`config.mk`:
```
export PLATFORM = sky130hd
export DESIGN_NAME = result_digit_converter_flat
export DESIGN_NICKNAME = d
export VERILOG_FILES = /design/src/rtl/result_digit_converter_if.sv /design/src/rtl/result_digit_converter.sv /design/src/flat_wrapper.sv
export SDC_FILE = /design/constraint.sdc
export NUM_CORES = 1
export LEC_CHECK = 0
export CORE_MARGIN = 3
export CORE_UTILIZATION = 50
export CTS_CLUSTER_SIZE = 8
export DETAILED_ROUTE_END_ITERATION = 10
export GPL_ROUTABILITY_DRIVEN = 0
export HOLD_SLACK_MARGIN = 0.08
export PLACE_DENSITY = 0.74
export SYNTH_ARGS = -nofsm -noshare
export SYNTH_HDL_FRONTEND = slang
export SYNTH_SLANG_ARGS = --single-unit
```
`constraint.sdc`:
```
create_clock -name clk -period 3.52 [get_ports clk]
set_clock_uncertainty 0.1 [all_clocks]
set_input_delay 0.704 -clock clk [delete_from_list [all_inputs] [get_ports clk]]
set_output_delay 0.704 -clock clk [all_outputs]
set_load 0.005 [all_outputs]
```
`src/rtl/result_digit_converter_if.sv`:
```
// Start/busy/done handshake and BCD result bus between requester and converter.
interface result_digit_converter_if;
    logic        start;
    logic [15:0] value;
    logic        busy;
    logic        done;
    logic [3:0]  digit4;
    logic [3:0]  digit3;
    logic [3:0]  digit2;
    logic [3:0]  digit1;
    logic [3:0]  digit0;
    logic [2:0]  ndigits;
    logic        over999;

    modport master (
        output start, value,
        input  busy, done, digit4, digit3, digit2, digit1, digit0, ndigits, over999
    );

    modport slave (
        input  start, value,
        output busy, done, digit4, digit3, digit2, digit1, digit0, ndigits, over999
    );
endinterface

```
`src/rtl/result_digit_converter.sv`:
```
// Iterative double-dabble binary-to-BCD converter, 16-bit value to five digits.
// Fixed 17-edge latency from accepted start to done; start is ignored while busy.
module result_digit_converter (
    input  logic                         clk,
    input  logic                         reset,
    result_digit_converter_if.slave      bus
);
    typedef enum logic [1:0] {IDLE, SHIFT, DONE} state_t;

    state_t      state, state_nxt;
    logic [35:0] work;
    logic [35:0] work_step;
    logic [19:0] bcd_corr;
    logic [3:0]  cnt;
    logic [3:0]  d4, d3, d2, d1, d0;
    logic [2:0]  nd, nd_calc;
    logic        ov;
    logic        done_r;

    // All five corrections look at the pre-step nibbles, then the whole word shifts.
    always_comb begin
        bcd_corr = '0;
        for (int i = 0; i < 5; i++) begin
            if (work[16 + 4*i +: 4] >= 4'd5)
                bcd_corr[4*i +: 4] = work[16 + 4*i +: 4] + 4'd3;
            else
                bcd_corr[4*i +: 4] = work[16 + 4*i +: 4];
        end
        work_step = {bcd_corr[18:0], work[15:0], 1'b0};
    end

    always_comb begin
        if (work[35:32] != 4'd0)
            nd_calc = 3'd5;
        else if (work[31:28] != 4'd0)
            nd_calc = 3'd4;
        else if (work[27:24] != 4'd0)
            nd_calc = 3'd3;
        else if (work[23:20] != 4'd0)
            nd_calc = 3'd2;
        else
            nd_calc = 3'd1;
    end

    always_comb begin
        state_nxt = state;
        case (state)
            IDLE:    if (bus.start) state_nxt = SHIFT;
            SHIFT:   if (cnt == 4'd15) state_nxt = DONE;
            DONE:    state_nxt = IDLE;
            default: state_nxt = IDLE;
        endcase
    end

    always_ff @(posedge clk) begin
        if (reset) begin
            state  <= IDLE;
            work   <= '0;
            cnt    <= '0;
            done_r <= 1'b0;
            d4     <= '0;
            d3     <= '0;
            d2     <= '0;
            d1     <= '0;
            d0     <= '0;
            nd     <= 3'd1;
            ov     <= 1'b0;
        end else begin
            state  <= state_nxt;
            done_r <= 1'b0;
            case (state)
                IDLE: begin
                    if (bus.start) begin
                        work <= {20'b0, bus.value};
                        cnt  <= '0;
                    end
                end
                SHIFT: begin
                    work <= work_step;
                    cnt  <= cnt + 4'd1;
                end
                DONE: begin
                    d4     <= work[35:32];
                    d3     <= work[31:28];
                    d2     <= work[27:24];
                    d1     <= work[23:20];
                    d0     <= work[19:16];
                    nd     <= nd_calc;
                    ov     <= (work[35:32] != 4'd0) || (work[31:28] != 4'd0);
                    done_r <= 1'b1;
                end
                default: ;
            endcase
        end
    end

    assign bus.busy    = (state != IDLE);
    assign bus.done    = done_r;
    assign bus.digit4  = d4;
    assign bus.digit3  = d3;
    assign bus.digit2  = d2;
    assign bus.digit1  = d1;
    assign bus.digit0  = d0;
    assign bus.ndigits = nd;
    assign bus.over999 = ov;
endmodule

```
`src/flat_wrapper.sv`:
```
// flat-port wrapper written by rule: the top's interface ports become plain ports
module result_digit_converter_flat 
  (clk, reset, bus_start, bus_value, bus_busy, bus_done, bus_digit4, bus_digit3, bus_digit2, bus_digit1, bus_digit0, bus_ndigits, bus_over999);
  result_digit_converter_if bus_i ();
  input  logic clk;
  input  logic reset;
  input wire logic [$bits(bus_i.start)-1:0] bus_start;
  input wire logic [$bits(bus_i.value)-1:0] bus_value;
  output wire logic [$bits(bus_i.busy)-1:0] bus_busy;
  output wire logic [$bits(bus_i.done)-1:0] bus_done;
  output wire logic [$bits(bus_i.digit4)-1:0] bus_digit4;
  output wire logic [$bits(bus_i.digit3)-1:0] bus_digit3;
  output wire logic [$bits(bus_i.digit2)-1:0] bus_digit2;
  output wire logic [$bits(bus_i.digit1)-1:0] bus_digit1;
  output wire logic [$bits(bus_i.digit0)-1:0] bus_digit0;
  output wire logic [$bits(bus_i.ndigits)-1:0] bus_ndigits;
  output wire logic [$bits(bus_i.over999)-1:0] bus_over999;
  assign bus_i.start = bus_start;
  assign bus_i.value = bus_value;
  assign bus_busy = bus_i.busy;
  assign bus_done = bus_i.done;
  assign bus_digit4 = bus_i.digit4;
  assign bus_digit3 = bus_i.digit3;
  assign bus_digit2 = bus_i.digit2;
  assign bus_digit1 = bus_i.digit1;
  assign bus_digit0 = bus_i.digit0;
  assign bus_ndigits = bus_i.ndigits;
  assign bus_over999 = bus_i.over999;
  result_digit_converter u_core (.clk(clk), .reset(reset), .bus(bus_i));
endmodule
```
# Word level (Yosys, flattened, before mapping)
# Cells that the tools add are included.
[totals] ff_bits=67 input_bits=19 output_inout_bits=26 word_cells=54
[op_classes] add_sub_neg=6 n_lt_le_gt_ge=5 eq_ne=5 n_mux=17 reduce_logical=10
[op_table] cell="one-hot mux 36 bit (2 select lines)" n=1
[op_table] cell="2-to-1 mux 36 bit" n=1
[op_table] cell=">= comparator 4 x 3 -> 1 bit, second input constant" n=5
[op_table] cell="2-to-1 mux 4 bit" n=5
[op_table] cell="adder 4 x 2 -> 4 bit, second input constant" n=4
[op_table] cell="nonzero test 4 bit" n=4
[op_table] cell="2-to-1 mux 3 bit" n=4
[op_table] cell="one-hot mux 4 bit (2 select lines)" n=1
[op_table] cell="2-to-1 mux 2 bit" n=3
[op_table] cell="adder 4 x 1 -> 4 bit, second input constant" n=1
[op_table] cell="== test 4 bit, second input constant" n=1
[op_table] cell="one-hot mux 2 bit (2 select lines)" n=1
[op_table] cell="AND reduction 2 bit" n=2
[op_table] cell="nonzero test 2 bit" n=2
[op_table] cell="adder 3 x 2 -> 3 bit, second input constant" n=1
[op_table] cell="== test 2 x 1 -> 1 bit, second input constant" n=1
[op_table] cell="== test 2 bit, second input constant" n=1
[op_table] cell="zero test 2 bit" n=1
[op_table] cell="inequality test 2 x 1 -> 1 bit, second input constant" n=1
[op_table] cell="inequality test 2 bit, second input constant" n=1
[op_table] cell="logical OR 1 bit" n=1
[op_table] cell="2-to-1 mux 1 bit" n=1

# Depth between registers and ports, before layout
# Gate-level depths: netlist (run 1).
[logic_depth] ltp_word=5 depth_mapped=5 ltp_nobuf=5

# Least setup slack after synthesis (run 1)
# No wires, ideal clock.
[synth_timing] path_type="register -> output" from="register u_core.state[1]" to="output port bus_busy" arrival_time_ns=1.061 t_required_ns=2.716 path_slack_ns=1.655 stages_incl_launch_ff=5 n_path_buf=3 path_cell_list="dfxtp_1 buf_4 buf_2 buf_2 or2_2"
[synth_between] elab_chain_len=1
[synth_lines] element="from (decl)" line="result_digit_converter.sv:10" source="state_t state, state_nxt;"
[synth_lines] element="from (signal assigned)" line="result_digit_converter.sv:69" source="state <= state_nxt;"
[synth_lines] element="nonzero test 2 bit" line="result_digit_converter.sv:97" source="assign bus.busy = (state != IDLE);"
[synth_lines] element="to (decl)" line="flat_wrapper.sv:9" source="output wire logic [$bits(bus_i.busy)-1:0] bus_busy;"
# No other way between the ends.

# Worst setup path in the final report (run 1)
[layout_timing] from="register u_core.state[0]" to="output port bus_busy"
# The elaborated chain is that of the path after synthesis.

==> key figures, run 1 <==
Finish
  – Nets@finish: 443
  – Non-filler cells, final: 492
  – Layout cell share with drive strength beyond 1: 0.0959
  – Most frequent cells in the layout: dfxtp_1 (66), nand2_1 (50), clkdlybuf4s50_1 (44)
  – P&R area growth vs syn: 19.2%
  – Fin area: 3810 sq um
  – Commonest non-fill, non-tap cell in the layout: dfxtp_1
  – Ant diodes: 0

STA
  – Setup Viol. Count Final: 0
  – Worst-Margin Slew: 0.873 ns
  – RSZ-0062 raised after global routing: false
  – Hold Violations, Final: 0
  – Pins Over Slew Limit: 0
  – FMAX: 392 MHz
  – Setup TNS: 0 ns
  – Slew headroom: 0.418
  – Fin crit share: 0.725
  – Min Tclk post-route: approximately 2.6 ns

Global routing
  – Initial antenna violation count: 0
  – Vias in the first global route: 2,597
  – Gr usage total: 0.206
  – Grt ovf: 0
  – Global-route wire length before repair: 12,000 um
  – Largest net degree at the start of global routing: 29

Synth
  – Seq/Total Area, Yosys: 0.413
  – #FFs+latches synth: 66
  – Synth Net Count: 406
  – Avg Cell Area, Syn: ~8.5 sq um
  – Predominant post-synthesis flop cell: dfxtp_1
  – Yosys cell types: 41
  – Post-synth EDFFs: 0
  – Gate count of the mapped netlist: 375
  – Syn. warnings: 0
  – Synth Cell Area: 3200 sq um
  – Async SR Flop Fraction: 0

Run status
  – Outcome: finished clean

Detailed routing
  – DRT Pass-1 Iters: 4
  – DR iter-0 viols: 171
  – Final ANT Viol Nets: 0
  – Mean number of vias per cell: 5.70
  – DR vias: 2,804
  – Routed WL: between 7000 and 8000 um
  – DR WL/cell: 15.2 um
  – DRC: 0

Critical path
  – CP peak stage delay: 0.70 ns
  – Critical Path RT: 2.72 ns
  – R2R setup slack: roughly 1.3 ns
  – CP max-delay cell: dfxtp_1
  – Critical Path, Cell by Cell: or2_2 > clkdlybuf4s50_1
  – Setup CP Type: flop to output pin
  – Setup crit end kind: output pin
  – CP startpoint kind: flop
  – CP max FO: 21
  – Worst EP arrival: 1.75 ns

Floorplanning
  – Die Ht: 86.0 um
  – Core Area: 6060 sq um
  – Die Wd: 86.0 um
  – Top Ports: 45
  – Full die area: 7390 sq um
  – Initial core utilization: 0.527
  – Row count: 28

Placement
  – Placed cell count: between 400 and 500
  – Port-buffer cells: 44
  – HPWL reported at the end of detailed placement: 4980 um
  – Dpl cell area: between 3000 and 4000 sq um

Clock tree
  – Sink Count: 66
  – TritonCTS clock tree: yes
  – Longest Clk Path Bufs: 2
  – Resized Gates After CTS: 0
  – CTS H-Tree Depth: 3
  – CTS buffer count: 9
  – Postcts setup bufs: 0
  – CTS root buf: clkbuf_8
  – Worst skew pair latency: 0.34 ns
  – Cts hold-fix bufs: 0
  – Reg clk slew, reported paths: 0.07 ns

Power
  – Pwr/cell area: 381 nW/um^2
  – Total Power: 1450 uW
  – Worst IR Drop VDD: roughly 0.00023 V
  – Leak Pwr: 0.00130 uW

Min path
  – Hold crit path type: flop to flop

Job
  – Max-cap violations: 0
cells in the mapped netlist (10+ instances only):
library cell / n / area, sq um
nand2_1: 50 / 188
o21ai_0: 16 / 80.1
nor2_1: 19 / 71.3
nand3_1: 16 / 80.1
dfxtp_1: 66 / 1320
o221a_2: 13 / 146
inv_1: 21 / 78.8
nor2b_1: 19 / 119
o211ai_1: 10 / 75.1
o2111ai_1: 11 / 96.3
a21oi_1: 41 / 205
ha_1: 12 / 150
buf_2: 10 / 50.1
registers in the layout, indices dropped and copies added, names as in the netlist:
register and count:
u_core.bus.digit3 4, u_core.bus.over999 1, u_core.work 36, u_core.bus.digit4 4
u_core.bus.digit1 4, u_core.bus.digit2 4, u_core.bus.digit0 4, u_core.state 2
u_core.bus.ndigits 2, u_core.bus.done 1, u_core.cnt 4
power breakdown:
group	total, uW	leakage [uW]	switching [uW]	internal (uW)
Combinational	123	0.000673	62.0	60.9
Clock	550	0.0000872	278	272
Sequential	780	0.000536	14.8	765
Total	1450	0.00130	354	1100
cells by family (layout without fill, tap and decap cells):
| group | after synthesis | after routing | synth area share |
|---|---|---|---|
| compound gates | 114 | 114 | 0.248 |
| mux | 1 | 1 | 0.00313 |
| fa+ha+maj | 12 | 12 | 0.0470 |
| buf+inv | 48 | 90 | 0.0720 |
| xor+xnor | 3 | 3 | 0.00822 |
| flops | 66 | 66 | 0.413 |
| simple gates | 131 | 131 | 0.209 |
worst max-delay path, delay by kind of cell (launching register included):
family                 cells  cell delay, ns
AND/OR/NAND/NOR            1            0.21
buffers and inverters      1            0.50
flip-flops                 1            0.70
layer usage:
metal	up-vias	track usage	wire, um
li1	1409	-	-
met1	1317	0.271	3470
met2	64	0.327	3530
met3	14	0.0327	362
met4	0	0.0993	111
met5	-	0	0
area by class of cell:
class                   count  area [sq um]
well taps                  75          93.8
repair buffers             53           508
clock buffers              13           149
clock inverters             3          15.0
fillers                   541          2250
multi-input cells         261          1650
inverters                  21          78.8
flip-flops and latches     66          1320
path summary, 6_finish.rpt:
path,start,end,cells after the start
worst min-delay path,u_core.bus.digit2[3],u_core.bus.digit2[3],2
worst max register to register,u_core.state[0],u_core.bus.ndigits[0],4
worst max-delay path,u_core.state[0],bus_busy,2
worst min register to register,u_core.bus.digit2[3],u_core.bus.digit2[3],2
through the flow:
| stage | util | hold WS (ns) | worst slack [ns] |
|---|---|---|---|
| global route | 0.629 | 0.385 | 0.837 |
| floorplan | - | 0.343 | 1.66 |
| finish | 0.629 | 0.353 | 0.969 |
| CTS | 0.629 | 0.357 | 0.936 |
| global placement | 0.602 | 0.342 | 0.969 |
| detailed placement | 0.602 | 0.348 | 0.949 |
Note: power is estimated with default switching activity, not from simulation.
==> run 2: changes to the inputs <==
clock period = 2.4 ns   (was 3.52 ns; I/O delays follow)
==> key figures, run 2 (same netlist as run 1, synthesis figures left out) <==
Floorplanning
  – Die Ht: 86.0 um (unchanged)
  – Initial core utilization: 0.527 (unchanged)
  – Row count: 28 (unchanged)
  – Full die area: 7390 sq um (unchanged)
  – Die Wd: 86.0 um (unchanged)
  – Core Area: 6060 sq um (unchanged)
  – Top Ports: 45 (unchanged)

Placement
  – HPWL reported at the end of detailed placement: 4940 um (-0.81%)
  – Pre-CTS setup slack: 0.260 ns (-0.689 ns)
  – Dpl cell area: 3650 sq um (+0.21%)
  – Port-buffer cells: 44 (unchanged)

Clock tree
  – CTS buffer count: 9 (unchanged)
  – Reg clk slew, reported paths: 0.07 ns (about the same)
  – Worst skew pair latency: 0.34 ns (about the same)
  – Sink Count: 66 (unchanged)
  – CTS H-Tree Depth: 3 (unchanged)
  – Cts hold-fix bufs: 0 (unchanged)
  – Resized Gates After CTS: 0 (unchanged)
  – CTS root buf: clkbuf_8
  – TritonCTS clock tree: yes
  – Postcts setup bufs: 0 (unchanged)
  – Longest Clk Path Bufs: 2 (unchanged)

Finish
  – Number of fillers in the final layout: 516 (-4.6%)
  – Area of the multi-input gates: 1650 sq um (unchanged)
  – Top reg by flops: u_core.work
  – Max reg flops: 36 (unchanged)
  – Register area: 1320 sq um (unchanged)
  – Commonest non-fill, non-tap cell in the layout: dfxtp_1
  – Most frequent cells in the layout: dfxtp_1 (66), nand2_1 (50), clkdlybuf4s50_1 (44)
  – Nets@finish: 444 (+0.23%)
  – Layout cell share with drive strength beyond 1: 0.0981 (+0.00216)
  – Fin area: 3820 sq um (+0.20%)
  – P&R area growth vs syn: 19.5%
  – Ant diodes: 0 (unchanged)

Min path
  – Hold crit path type: flop to flop

Global routing
  – Largest net degree at the start of global routing: 43 (+48%)
  – Vias in the first global route: 2,778 (+7.0%)
  – Gr usage total: 0.215 (+0.00912)
  – Global-route wire length before repair: 12,800 um (+6.0%)
  – Grt ovf: 0 (unchanged)
  – Initial antenna violation count: 0 (unchanged)

Power
  – Leak Pwr: 0.00130 uW (+0.30%)
  – Pint: 1610 uW (+47%)
  – Reg power frac: 0.537 (about the same)
  – Sw Ratio: 0.241 (-0.00340)
  – Pwr/cell area: 555 nW/um^2 (+46%)
  – Switching Power: 510 uW (+44%)
  – Clock power frac: 0.376 (-0.002)
  – Worst IR Drop VDD: 0.000386 V (+70%)
  – Total Power: 2120 uW (+46%)
  – Gate power share: 0.087 (+0.002)

Critical path
  – CP max FO: 2 (-90%)
  – Setup CP Type: flop to output pin
  – R2R setup slack: 0.65 ns (-0.62 ns)
  – Setup crit end kind: output pin
  – Critical Path RT: 1.82 ns (-0.90 ns)
  – Worst EP arrival: 1.39 ns (-0.36 ns)
  – CP startpoint kind: flop

STA
  – Setup Viol. Count Final: 0 (unchanged)
  – RSZ-0062 raised after global routing: false
  – Slew headroom: 0.458 (+0.0398)
  – Final worst slack: 0.435 ns (-0.534 ns)
  – Hold_ws: 0.356 ns (+0.00326 ns)
  – Pins Over Slew Limit: 0 (unchanged)
  – Fin crit share: 0.819
  – Hold Violations, Final: 0 (unchanged)
  – Setup TNS: 0 ns (unchanged)
  – Min Tclk post-route: 1.97 ns
  – FMAX: 509 MHz
  – Worst-Margin Slew: 0.812 ns (-0.0606 ns)

Job
  – Max-cap violations: 0 (unchanged)

Detailed routing
  – DRT Pass-1 Iters: 4 (unchanged)
  – DR WL/cell: 14.9 um (-1.9%)
  – DR iter-0 viols: 178 (+4.1%)
  – DRC: 0 (unchanged)
  – DR vias: 2,813 (+0.32%)
  – Mean number of vias per cell: 5.71 (+0.12%)
  – Final ANT Viol Nets: 0 (unchanged)
  – Routed WL: 7350 um (-1.7%)

Run status
  – Outcome: finished clean
[run 2: power groups by stage]
stage | registers, uW | clock network (uW) | logic, uW
CTS | 1140 | 816 | 185
detailed placement | 1160 | 0 | 183
global route | 1140 | 870 | 206
finish | 1140 | 797 | 184
floorplan | 1160 | 0 | 126
global placement | 1160 | 0 | 182
[run 2: worst paths after layout]
path,from,to,cells past startpoint
max,u_core.state[1],bus_busy,2
min,u_core.bus.digit3[2],u_core.bus.digit3[2],2
max reg2reg,u_core.state[0],u_core.bus.digit4[0],5
min reg2reg,u_core.bus.digit3[2],u_core.bus.digit3[2],2
[run 2: stage by stage]
stage | utilization | instances
5_1_grt | 0.630 | 493
3_5_place_dp | 0.603 | 477
6_report | 0.630 | 493
4_1_cts | 0.630 | 493
3_3_place_gp | 0.603 | 477
2_1_floorplan | - | 375
[run 2: final cells by class]
| type | instances | area share |
|---|---|---|
| inverters | 21 | 0.0206 |
| clock inverters | 3 | 0.00393 |
| repair buffers | 54 | 0.135 |
| clock buffers | 13 | 0.0390 |
| well taps | 75 | 0.0246 |
| flip-flops and latches | 66 | 0.346 |
| multi-input cells | 261 | 0.431 |
[run 2: worst max-delay path, stage by stage (launching register included)]
cell and delay [ns]:
dfxtp_1 0.31, or2_2 0.28, clkdlybuf4s50_1 0.46
[run 2: metal layers]
metal,vias to the layer above,GRT usage,routed length (um),share of wire
met2,72,0.345,3450,0.47
met5,-,0,0,0
li1,1410,-,-,-
met4,0,0.0950,88,0.012
met3,10,0.0403,411,0.056
met1,1321,0.280,3400,0.46
==> run 3: changes to the inputs <==
clock period = 2 ns   (was 2.4 ns; I/O delays follow)
==> key figures, run 3 (same netlist as run 1, synthesis figures left out) <==
Floorplanning
  – Die Ht: 86.0 um (unchanged)
  – Core Area: 6060 sq um (unchanged)
  – Full die area: 7390 sq um (unchanged)
  – Row count: 28 (unchanged)
  – Top Ports: 45 (unchanged)
  – Die Wd: 86.0 um (unchanged)
  – Initial core utilization: 0.527 (unchanged)

Critical path
  – R2r startpoint: u_core.work[24]
  – R2R depth: 5 (unchanged)
  – Critical Path RT: 1.50 ns (-0.32 ns)
  – CP max FO: 3 (+1)
  – Setup crit end kind: output pin
  – R2R setup slack: 0.27 ns (-0.38 ns)
  – CP startpoint kind: flop
  – Worst EP arrival: 1.43 ns (+0.04 ns)
  – Setup CP Type: flop to output pin
  – Reg2Reg Capture Point: u_core.bus.ndigits[1]

STA
  – Worst-Margin Slew: 0.486 ns (-0.326 ns)
  – Min Tclk post-route: 1.93 ns
  – RSZ-0062 raised after global routing: false
  – Fin crit share: 0.965
  – Pins Over Slew Limit: 0 (unchanged)
  – Setup TNS: 0 ns (unchanged)
  – Slew headroom: 0.676 (+0.217)
  – Setup Viol. Count Final: 0 (unchanged)
  – FMAX: 518 MHz
  – Hold Violations, Final: 0 (unchanged)

Detailed routing
  – DRC: 0 (unchanged)
  – Mean number of vias per cell: 5.72 (+0.27%)
  – DR iter-0 viols: 182 (+2.2%)
  – Routed WL: 7460 um (+1.5%)
  – DR WL/cell: 15.0 um (+0.32%)
  – DRT Pass-1 Iters: 5 (+1)
  – DR vias: 2,855 (+1.5%)
  – Final ANT Viol Nets: 0 (unchanged)

Finish
  – Nets@finish: 450 (+1.4%)
  – Ant diodes: 0 (unchanged)
  – Top reg by flops: u_core.work
  – Layout cell share with drive strength beyond 1: 0.111 (+0.0128)
  – Commonest non-fill, non-tap cell in the layout: dfxtp_1
  – Most frequent cells in the layout: dfxtp_1 (66), nand2_1 (50), clkdlybuf4s50_1 (44)
  – P&R area growth vs syn: 22.0%
  – Max reg flops: 36 (unchanged)

Clock tree
  – Resized Gates After CTS: 0 (unchanged)
  – CTS H-Tree Depth: 3 (unchanged)
  – Cts hold-fix bufs: 0 (unchanged)
  – CTS buffer count: 9 (unchanged)
  – Sink Count: 66 (unchanged)
  – Longest Clk Path Bufs: 2 (unchanged)
  – Reg clk slew, reported paths: 0.07 ns (about the same)
  – Worst skew pair latency: 0.34 ns (about the same)
  – CTS root buf: clkbuf_8
  – TritonCTS clock tree: yes
  – Postcts setup bufs: 0 (unchanged)

Min path
  – Hold crit path type: flop to flop
  – Min-delay src: u_core.bus.ndigits[1]
  – Hold Crit Depth: 2 (unchanged)
  – Worst Hold Path EP: u_core.bus.ndigits[1]

Placement
  – HPWL reported at the end of detailed placement: 5120 um (+3.6%)
  – Port-buffer cells: 44 (unchanged)

Job
  – Max-cap violations: 0 (unchanged)

Power
  – Pwr/cell area: 655 nW/um^2 (+18%)
  – Total Power: 2560 uW (+21%)
  – Worst IR Drop VDD: 0.000472 V (+22%)
  – Leak Pwr: 0.00134 uW (+3.1%)

Global routing
  – Global-route wire length before repair: 12,700 um (-0.38%)
  – Initial antenna violation count: 0 (unchanged)
  – Largest net degree at the start of global routing: 35 (-19%)
  – Vias in the first global route: 2,810 (+1.2%)
  – Grt ovf: 0 (unchanged)
  – Gr usage total: 0.216 (+0.00159)

Run status
  – Outcome: finished clean
## run 3: cell count changes in the layout (fill, tap and decap cells not counted)
cell	previous run	this run
buf_12	0	3
buf_4	10	13
## run 3: per-stage QoR
step	setup slack, ns	utilization	cell area (sq um)	instances	hold slack [ns]
2_1_floorplan	0.439	-	3200	375	0.343
3_3_place_gp	0.171	0.617	3740	483	0.342
3_5_place_dp	0.149	0.617	3740	483	0.346
4_1_cts	0.0510	0.644	3900	499	0.355
5_1_grt	0.00966	0.644	3900	499	0.380
6_report	0.0698	0.644	3900	499	0.350
## run 3: worst max-delay path, cell delays in order (launching register included)
cell and delay [ns]:
dfxtp_1 0.33, or2_2 0.31, clkdlybuf4s50_1 0.45
## run 3: final cells by class
type	instances	area, sq um
Tap cell	75	93.8
Fill cell	530	2160
Clock inverter	3	15.0
Clock buffer	13	149
Multi-Input combinational cell	261	1650
Timing Repair Buffer	60	598
Inverter	21	78.8
Sequential cell	66	1320
## run 3: where the power goes
group	internal [uW]	switching [uW]
sequential	1350	20.4
combinational	124	117
clock	478	469
## run 3: worst max path at each step
stage,slack [ns],from,endpoint
6_report,0.07,u_core.state[1],bus_busy
5_1_grt,0.01,u_core.state[0],bus_busy
4_1_cts,0.05,u_core.state[1],bus_busy
3_5_place_dp,0.15,bus_start,u_core.work[8]
3_3_place_gp,0.17,bus_start,u_core.work[8]
2_1_floorplan,0.44,u_core.state[1],bus_busy
## run 3: per-layer routing
metal  part of all wire  vias up  global-route usage
met1               0.46     1339               0.255
met3              0.048       15              0.0653
met2               0.48       78               0.367
met5                  0        -                   0
met4              0.021        0              0.0849
li1                   -     1423                   -
